<file path="config.mk">
export PLATFORM = sky130hd
export DESIGN_NAME = div_ctrl
export DESIGN_NICKNAME = d
export VERILOG_FILES = /design/src/rtl/div_ctrl.sv
export SDC_FILE = /design/constraint.sdc
export NUM_CORES = 1
export LEC_CHECK = 0
export BUFFER_PORTS_ARGS = -buffer_cell sky130_fd_sc_hd__buf_4
export CAP_MARGIN = 20
export CORE_AREA = 4 4 148 150
export CTS_BUF_LIST = sky130_fd_sc_hd__clkbuf_2
export CTS_CLUSTER_DIAMETER = 40
export CTS_CLUSTER_SIZE = 12
export DETAILED_ROUTE_END_ITERATION = 8
export DIE_AREA = 0 0 152 154
export GPL_TIMING_DRIVEN = 1
export SLEW_MARGIN = 20
export SYNTH_ARGS = -nofsm -noshare
export SYNTH_HDL_FRONTEND = slang
export SYNTH_SLANG_ARGS = --single-unit
</file>
<file path="constraint.sdc">
create_clock -name clk -period 7.39 [get_ports clk]
set_clock_uncertainty 0.1 [all_clocks]
set_input_delay 0.739 -clock clk [delete_from_list [all_inputs] [get_ports clk]]
set_output_delay 0.739 -clock clk [all_outputs]
set_load 0.02 [all_outputs]
</file>
<file path="src/rtl/div_ctrl.sv">
// div_ctrl: EX-stage sequencer for RV32M DIV/DIVU/REM/REMU.
// Takes one request from EX and converts the operands to unsigned magnitudes.
// It handles divide-by-zero and signed overflow locally. All other requests are
// run on the external iterative divider through a level-held start and a ready
// handshake. The result gets its sign fixed up and is sent out as a single-cycle
// writeback.
module div_ctrl #(
    parameter int MIN_LAT = 2,   // ISSUE cycles during which div_ready_i is ignored
    parameter int TIMEOUT = 48   // ISSUE cycles before the operation is abandoned
) (
    input  logic        clk,
    input  logic        rst,            // synchronous, active low
    input  logic        req_valid_i,
    input  logic [1:0]  req_op_i,       // 00 DIV, 01 DIVU, 10 REM, 11 REMU
    input  logic [31:0] req_dividend_i,
    input  logic [31:0] req_divisor_i,
    input  logic [4:0]  req_rd_i,
    input  logic        flush_i,
    output logic        busy_o,
    output logic        div_start_o,
    output logic [31:0] div_dividend_o,
    output logic [31:0] div_divisor_o,
    input  logic        div_ready_i,
    input  logic [63:0] div_result_i,   // {remainder, quotient}
    output logic        wb_valid_o,
    output logic [4:0]  wb_rd_o,
    output logic [31:0] wb_data_o,
    output logic        err_o
);

    localparam int CW = $clog2(TIMEOUT + 1);

    typedef enum logic [1:0] {
        S_IDLE  = 2'd0,
        S_ISSUE = 2'd1,
        S_FIX   = 2'd2,
        S_OUT   = 2'd3
    } state_t;

    // Registered state and the combinational next values
    state_t        r_state,    w_state_next;
    logic [1:0]    r_op,       w_op_next;
    logic [4:0]    r_rd,       w_rd_next;
    logic          r_neg_q,    w_neg_q_next;
    logic          r_neg_r,    w_neg_r_next;
    logic [31:0]   r_dividend, w_dividend_next;
    logic [31:0]   r_divisor,  w_divisor_next;
    logic [31:0]   r_val,      w_val_next;
    logic [CW-1:0] r_cnt,      w_cnt_next;
    logic          r_start,    w_start_next;
    logic          r_err,      w_err_next;
    logic [4:0]    r_wb_rd,    w_wb_rd_next;
    logic [31:0]   r_wb_data,  w_wb_data_next;

    // Request decode
    logic          w_req_signed;
    logic          w_req_rem;
    logic          w_a_neg;
    logic          w_b_neg;
    logic [31:0]   w_a_mag;
    logic [31:0]   w_b_mag;
    logic          w_div_zero;
    logic          w_ovf;
    logic [31:0]   w_special_data;
    logic          w_accept;

    // Issue / fix-up helpers
    logic          w_ready_ok;
    logic          w_timeout;
    logic [31:0]   w_sel_result;
    logic          w_fix_neg;
    logic [31:0]   w_fix_data;

    // Only the signed ops see negative operands; unsigned ops pass through untouched.
    assign w_req_signed = ~req_op_i[0];
    assign w_req_rem    = req_op_i[1];
    assign w_a_neg      = w_req_signed & req_dividend_i[31];
    assign w_b_neg      = w_req_signed & req_divisor_i[31];
    assign w_a_mag      = w_a_neg ? (~req_dividend_i + 32'd1) : req_dividend_i;
    assign w_b_mag      = w_b_neg ? (~req_divisor_i + 32'd1) : req_divisor_i;

    // Cases with an architecturally defined result that never reach the divider
    assign w_div_zero   = (req_divisor_i == 32'd0);
    assign w_ovf        = w_req_signed
                          & (req_dividend_i == 32'h8000_0000)
                          & (req_divisor_i  == 32'hFFFF_FFFF);
    assign w_special_data = w_div_zero ? (w_req_rem ? req_dividend_i : 32'hFFFF_FFFF)
                                       : (w_req_rem ? 32'h0000_0000  : 32'h8000_0000);

    assign w_accept     = (r_state == S_IDLE) & req_valid_i & ~flush_i;

    // The first MIN_LAT ISSUE cycles may see a ready still left over from an aborted op.
    assign w_ready_ok   = div_ready_i & (r_cnt >= CW'(MIN_LAT));
    assign w_timeout    = (r_cnt == CW'(TIMEOUT - 1));
    assign w_sel_result = r_op[1] ? div_result_i[63:32] : div_result_i[31:0];

    // neg_q/neg_r are already zero for unsigned ops, so the op only picks which flag applies.
    assign w_fix_neg    = r_op[1] ? r_neg_r : r_neg_q;
    assign w_fix_data   = w_fix_neg ? (~r_val + 32'd1) : r_val;

    // Next-state and datapath update logic for the sequencer
    always_comb begin
        w_state_next    = r_state;
        w_op_next       = r_op;
        w_rd_next       = r_rd;
        w_neg_q_next    = r_neg_q;
        w_neg_r_next    = r_neg_r;
        w_dividend_next = r_dividend;
        w_divisor_next  = r_divisor;
        w_val_next      = r_val;
        w_cnt_next      = r_cnt;
        w_start_next    = r_start;
        w_err_next      = 1'b0;
        w_wb_rd_next    = r_wb_rd;
        w_wb_data_next  = r_wb_data;

        unique case (r_state)
            S_IDLE: begin
                if (w_accept) begin
                    w_op_next       = req_op_i;
                    w_rd_next       = req_rd_i;
                    w_neg_q_next    = w_a_neg ^ w_b_neg;
                    w_neg_r_next    = w_a_neg;
                    w_dividend_next = w_a_mag;
                    w_divisor_next  = w_b_mag;
                    if (w_div_zero | w_ovf) begin
                        // Result is already known, so write it back next cycle
                        w_wb_data_next = w_special_data;
                        w_wb_rd_next   = req_rd_i;
                        w_state_next   = S_OUT;
                    end else begin
                        w_start_next = 1'b1;
                        w_cnt_next   = '0;
                        w_state_next = S_ISSUE;
                    end
                end
            end

            S_ISSUE: begin
                w_cnt_next = r_cnt + 1'b1;
                if (flush_i) begin
                    w_start_next = 1'b0;
                    w_state_next = S_IDLE;
                end else if (w_ready_ok) begin
                    w_val_next   = w_sel_result;
                    w_start_next = 1'b0;
                    w_state_next = S_FIX;
                end else if (w_timeout) begin
                    w_start_next = 1'b0;
                    w_err_next   = 1'b1;
                    w_state_next = S_IDLE;
                end
            end

            S_FIX: begin
                if (flush_i) begin
                    w_state_next = S_IDLE;
                end else begin
                    w_wb_data_next = w_fix_data;
                    w_wb_rd_next   = r_rd;
                    w_state_next   = S_OUT;
                end
            end

            S_OUT: begin
                // Writeback cannot be cancelled once presented
                w_state_next = S_IDLE;
            end

            default: begin
                w_state_next = S_IDLE;
            end
        endcase
    end

    // State and datapath registers with synchronous active-low reset
    always_ff @(posedge clk) begin
        if (!rst) begin
            r_state    <= S_IDLE;
            r_op       <= 2'd0;
            r_rd       <= 5'd0;
            r_neg_q    <= 1'b0;
            r_neg_r    <= 1'b0;
            r_dividend <= 32'd0;
            r_divisor  <= 32'd0;
            r_val      <= 32'd0;
            r_cnt      <= '0;
            r_start    <= 1'b0;
            r_err      <= 1'b0;
            r_wb_rd    <= 5'd0;
            r_wb_data  <= 32'd0;
        end else begin
            r_state    <= w_state_next;
            r_op       <= w_op_next;
            r_rd       <= w_rd_next;
            r_neg_q    <= w_neg_q_next;
            r_neg_r    <= w_neg_r_next;
            r_dividend <= w_dividend_next;
            r_divisor  <= w_divisor_next;
            r_val      <= w_val_next;
            r_cnt      <= w_cnt_next;
            r_start    <= w_start_next;
            r_err      <= w_err_next;
            r_wb_rd    <= w_wb_rd_next;
            r_wb_data  <= w_wb_data_next;
        end
    end

    // busy_o drops in OUT so that EX advances together with the writeback
    assign busy_o         = w_accept | (r_state == S_ISSUE) | (r_state == S_FIX);
    assign div_start_o    = r_start;
    assign div_dividend_o = r_dividend;
    assign div_divisor_o  = r_divisor;
    assign wb_valid_o     = (r_state == S_OUT);
    assign wb_rd_o        = r_wb_rd;
    assign wb_data_o      = r_wb_data;
    assign err_o          = r_err;

endmodule

</file>
==> metrics.md <==
| Metric | Value |
|---|---|
| Status | finished, final reports clean |
| Clock-pin slew on the worst setup and hold paths | roughly 230 ps |
| Die height | around 150 um |
| Critical R2R Launch | r_val[0] |
| Commonest cells in the netlist | nor2_1, dfxtp_1, nand2_1 |
| Synth async-reset ratio | 0% |
| Crit path capture type | flip-flop |
| Endpoint, Worst Hold | r_rd[1] |
| CTS buffer count | 17 |
| DRC | 0 |
| Setup violators final | 0 |
| Mapped Cells | a little over 1,000 |
| Core area | approximately 21,000 um2 |
| Synth warnings | 0 |
| Reg-to-reg setup timing slack | 4370 ps |
| Synth top area share | between 30% and 40% |
| Period utilisation layout | ~43% |
| Post-layout util | ~50% |
| Pins over their slew limit | 0 |
| Synth area leader | dfxtp_1 |
| Chip width | between 150 and 200 um |
| Reg2reg end | wb_data_o[14] |
| Grt ovf | 0 |
| Top cells by area, synth | dfxtp_1, nor2_1, a211oi_1, xnor2_1, mux2i_1 |
| Depth of the most critical reg-to-reg path | 9 |
| First-pass GRT wire length | 42.06 mm |
| CP startpoint kind | input port |
| Setup TNS | 0 ps |
| Gr usage total | between 20% and 30% |
| Req. time, crit path | roughly 8000 ps |
| Initial antenna violation count | 1 |
| Hold path start | req_rd_i[1] |
| Post-synth EDFFs | 0 |
| Total power draw | ~1700 uW |
| CTS tree | yes |
| Avg Cell Area, Syn | roughly 7.9 um2 |
| Syn nets | 1,178 |
| DR vias | 8,175 |
| Placement row count | 53 |
| Layout cell share with drive strength beyond 1 | between 20% and 30% |
| Later-pin clock latency in the skew report | 690 ps |
| Clock Sinks | approximately 150 |
| Wirelength, routed | about 27 mm |
| CP Class | in2reg |
| GPL Wtd Cong | just under 0.9 |
| Actual slew at the worst max-slew pin | 1047 ps |
| Largest net degree at the start of global routing | 97 |
| Initial Util | about two fifths |
| Synth cell types | between 50 and 60 |
| Max-cap violations | 0 |
| I/O pins | around 250 |
| Top-count cell post-synth | nor2_1 |
| Post-DRT Antenna Nets | 0 |
| Total Die Area | around 23,000 um2 |
| Predominant post-synthesis flop cell | dfxtp_1 |
| Drt pass-1 iters | 5 |
| Wire length per cell | 17.73 um |
| Vias per cell | approximately 5.4 |
| Worst hold path type | in2reg |
| Slew Limit Headroom | between 30 and 40% |
| HPWL Detailed | ~20 mm |
| Synthesized flop and latch total | ~150 |
| Max IR drop VDD | ~96 uV |
| Buffer count from post-CTS setup fixing | 0 |
| RSZ-0062 raised after global routing | no |
| 1st-iter DRT viols | just over 600 |
| Critical Path AT | about 3700 ps |
| Synthesized cell area | slightly above 8000 um2 |
| Clock root buffer | clkbuf_2 |
| CP max FO | 20 |
| PwrDens | between 150 and 200 nW/um2 |
| Min Tclk post-route | between 3000 and 4000 ps |
| Pleak | ~0.0039 uW |
| H-tree depth | 4 |
| CTS max path bufs | 2 |
| Fmax | approximately 320 MHz |
| Hold path depth | 3 |
| Layout area overhead | 27.11% |
| Register area share after synthesis | 37.09% |
| Port bufs | 244 |
| Vias in the first global route | approximately 7,600 |
| Fin nets | roughly 1,400 |
| Hold-fix buffers at CTS | 0 |
| Cells resized by post-CTS repair | 0 |
| Final Hold Viols | 0 |
==> per-layer routing <==
metal	up-vias	GRT usage [%]	routed length, um
met2	242	36.81	12970
met5	-	0	0
met3	16	5.488	1733
li1	4122	-	-
met4	0	3.724	297
met1	3795	29.12	11930
==> final cells by class <==
cell class | instances | area (um2)
multi-input combinational | 783 | 4741
timing repair buffer | 256 | 1922
clock inverter | 13 | 151.4
sequential | 151 | 3024
fill | 2093 | 10330
inverter | 21 | 80.08
tap | 275 | 344.1
antenna | 1 | 2.502
clock buffer | 19 | 95.09
==> worst max-delay path by stage <==
stage	start	endpoint	slack, ps	cells past startpoint
after CTS	r_state[1]	busy_o	4180	4
after floorplan	req_divisor_i[13]	wb_data_o[27]	4250	10
after detailed placement	req_dividend_i[7]	wb_rd_o[1]	3510	9
final	req_divisor_i[9]	wb_data_o[26]	4220	8
after global placement	req_dividend_i[7]	wb_data_o[30]	3560	9
after global routing	r_state[1]	busy_o	4000	4
==> cells by family (layout without fill, tap and decap cells) <==
group	Yosys count	count (layout)	share of synthesized area, %
XOR/XNOR	88	88	9.457
multiplexers	34	34	4.191
flip-flops	151	151	37.09
adder cells (fa/ha/maj)	6	6	0.9211
buffers and inverters	98	309	4.866
other	0	1	0
AO/OA/AOI/OAI	285	285	22.34
AND/OR/NAND/NOR	370	370	21.14
==> where the power goes <==
group	total, uW	leakage (uW)	internal, uW	switching, uW
Clock	503	0.000152	189	314
Sequential	865	0.00123	845	20.1
Combinational	312	0.00254	140	172
Total	1680	0.00393	1170	506
==> registers in the layout, indices dropped and copies added (netlist names) <==
name and flops:
wb_rd_o 5, err_o 1, wb_data_o 32, r_neg_r 1, div_dividend_o 32, r_op 1
r_state 2, r_rd 5, r_cnt 6, div_start_o 1, div_divisor_o 32, r_neg_q 1
r_val 32
==> cell usage in the layout, fill, tap and decap left out, drive strengths merged, types with 2 or more instances in the layout <==
cell      netlist  layout
buf            12     256
nor2          156     156
dfxtp         151     151
nand2          74      74
a211oi         70      70
a21oi          65      65
o21ai          65      65
xnor2          55      55
nor3           46      46
xor2           33      33
mux2i          33      33
a31oi          25      25
inv            21      22
o22ai          21      21
nand3          20      20
clkbuf         64      19
nor4           18      18
nand4          13      13
o31ai          13      13
or4            11      11
nand2b         10      10
a311oi          9       9
clkinv          0       7
and3            6       6
ha              6       6
a41oi           4       4
o41ai           4       4
or3             3       3
nor2b           3       3
bufinv          0       3
nor3b           3       3
and2            2       2
o211a           2       2
o211ai          2       2
clkinvlp        0       2
==> per-stage QoR <==
step / std cells / setup slack, ps / area [um2] / hold WS (ps)
2_1_floorplan: 1032 / 4248 / 8150 / 336.6
3_3_place_gp: 1486 / 3555 / 10110 / 342.9
3_5_place_dp: 1486 / 3512 / 10110 / 350.6
4_1_cts: 1518 / 4179 / 10360 / 90.13
5_1_grt: 1519 / 3995 / 10360 / 66.20
6_report: 1519 / 4220 / 10360 / 165.3
==> critical path, cell delays in order <==
cell and delay, ps:
buf_4 130, or4_1 590, or4b_1 670, nor3_2 310, nand3_1 650, o22ai_1 360
nor3_1 70, nor3_1 170
Note: power is estimated with default switching activity, not from simulation.
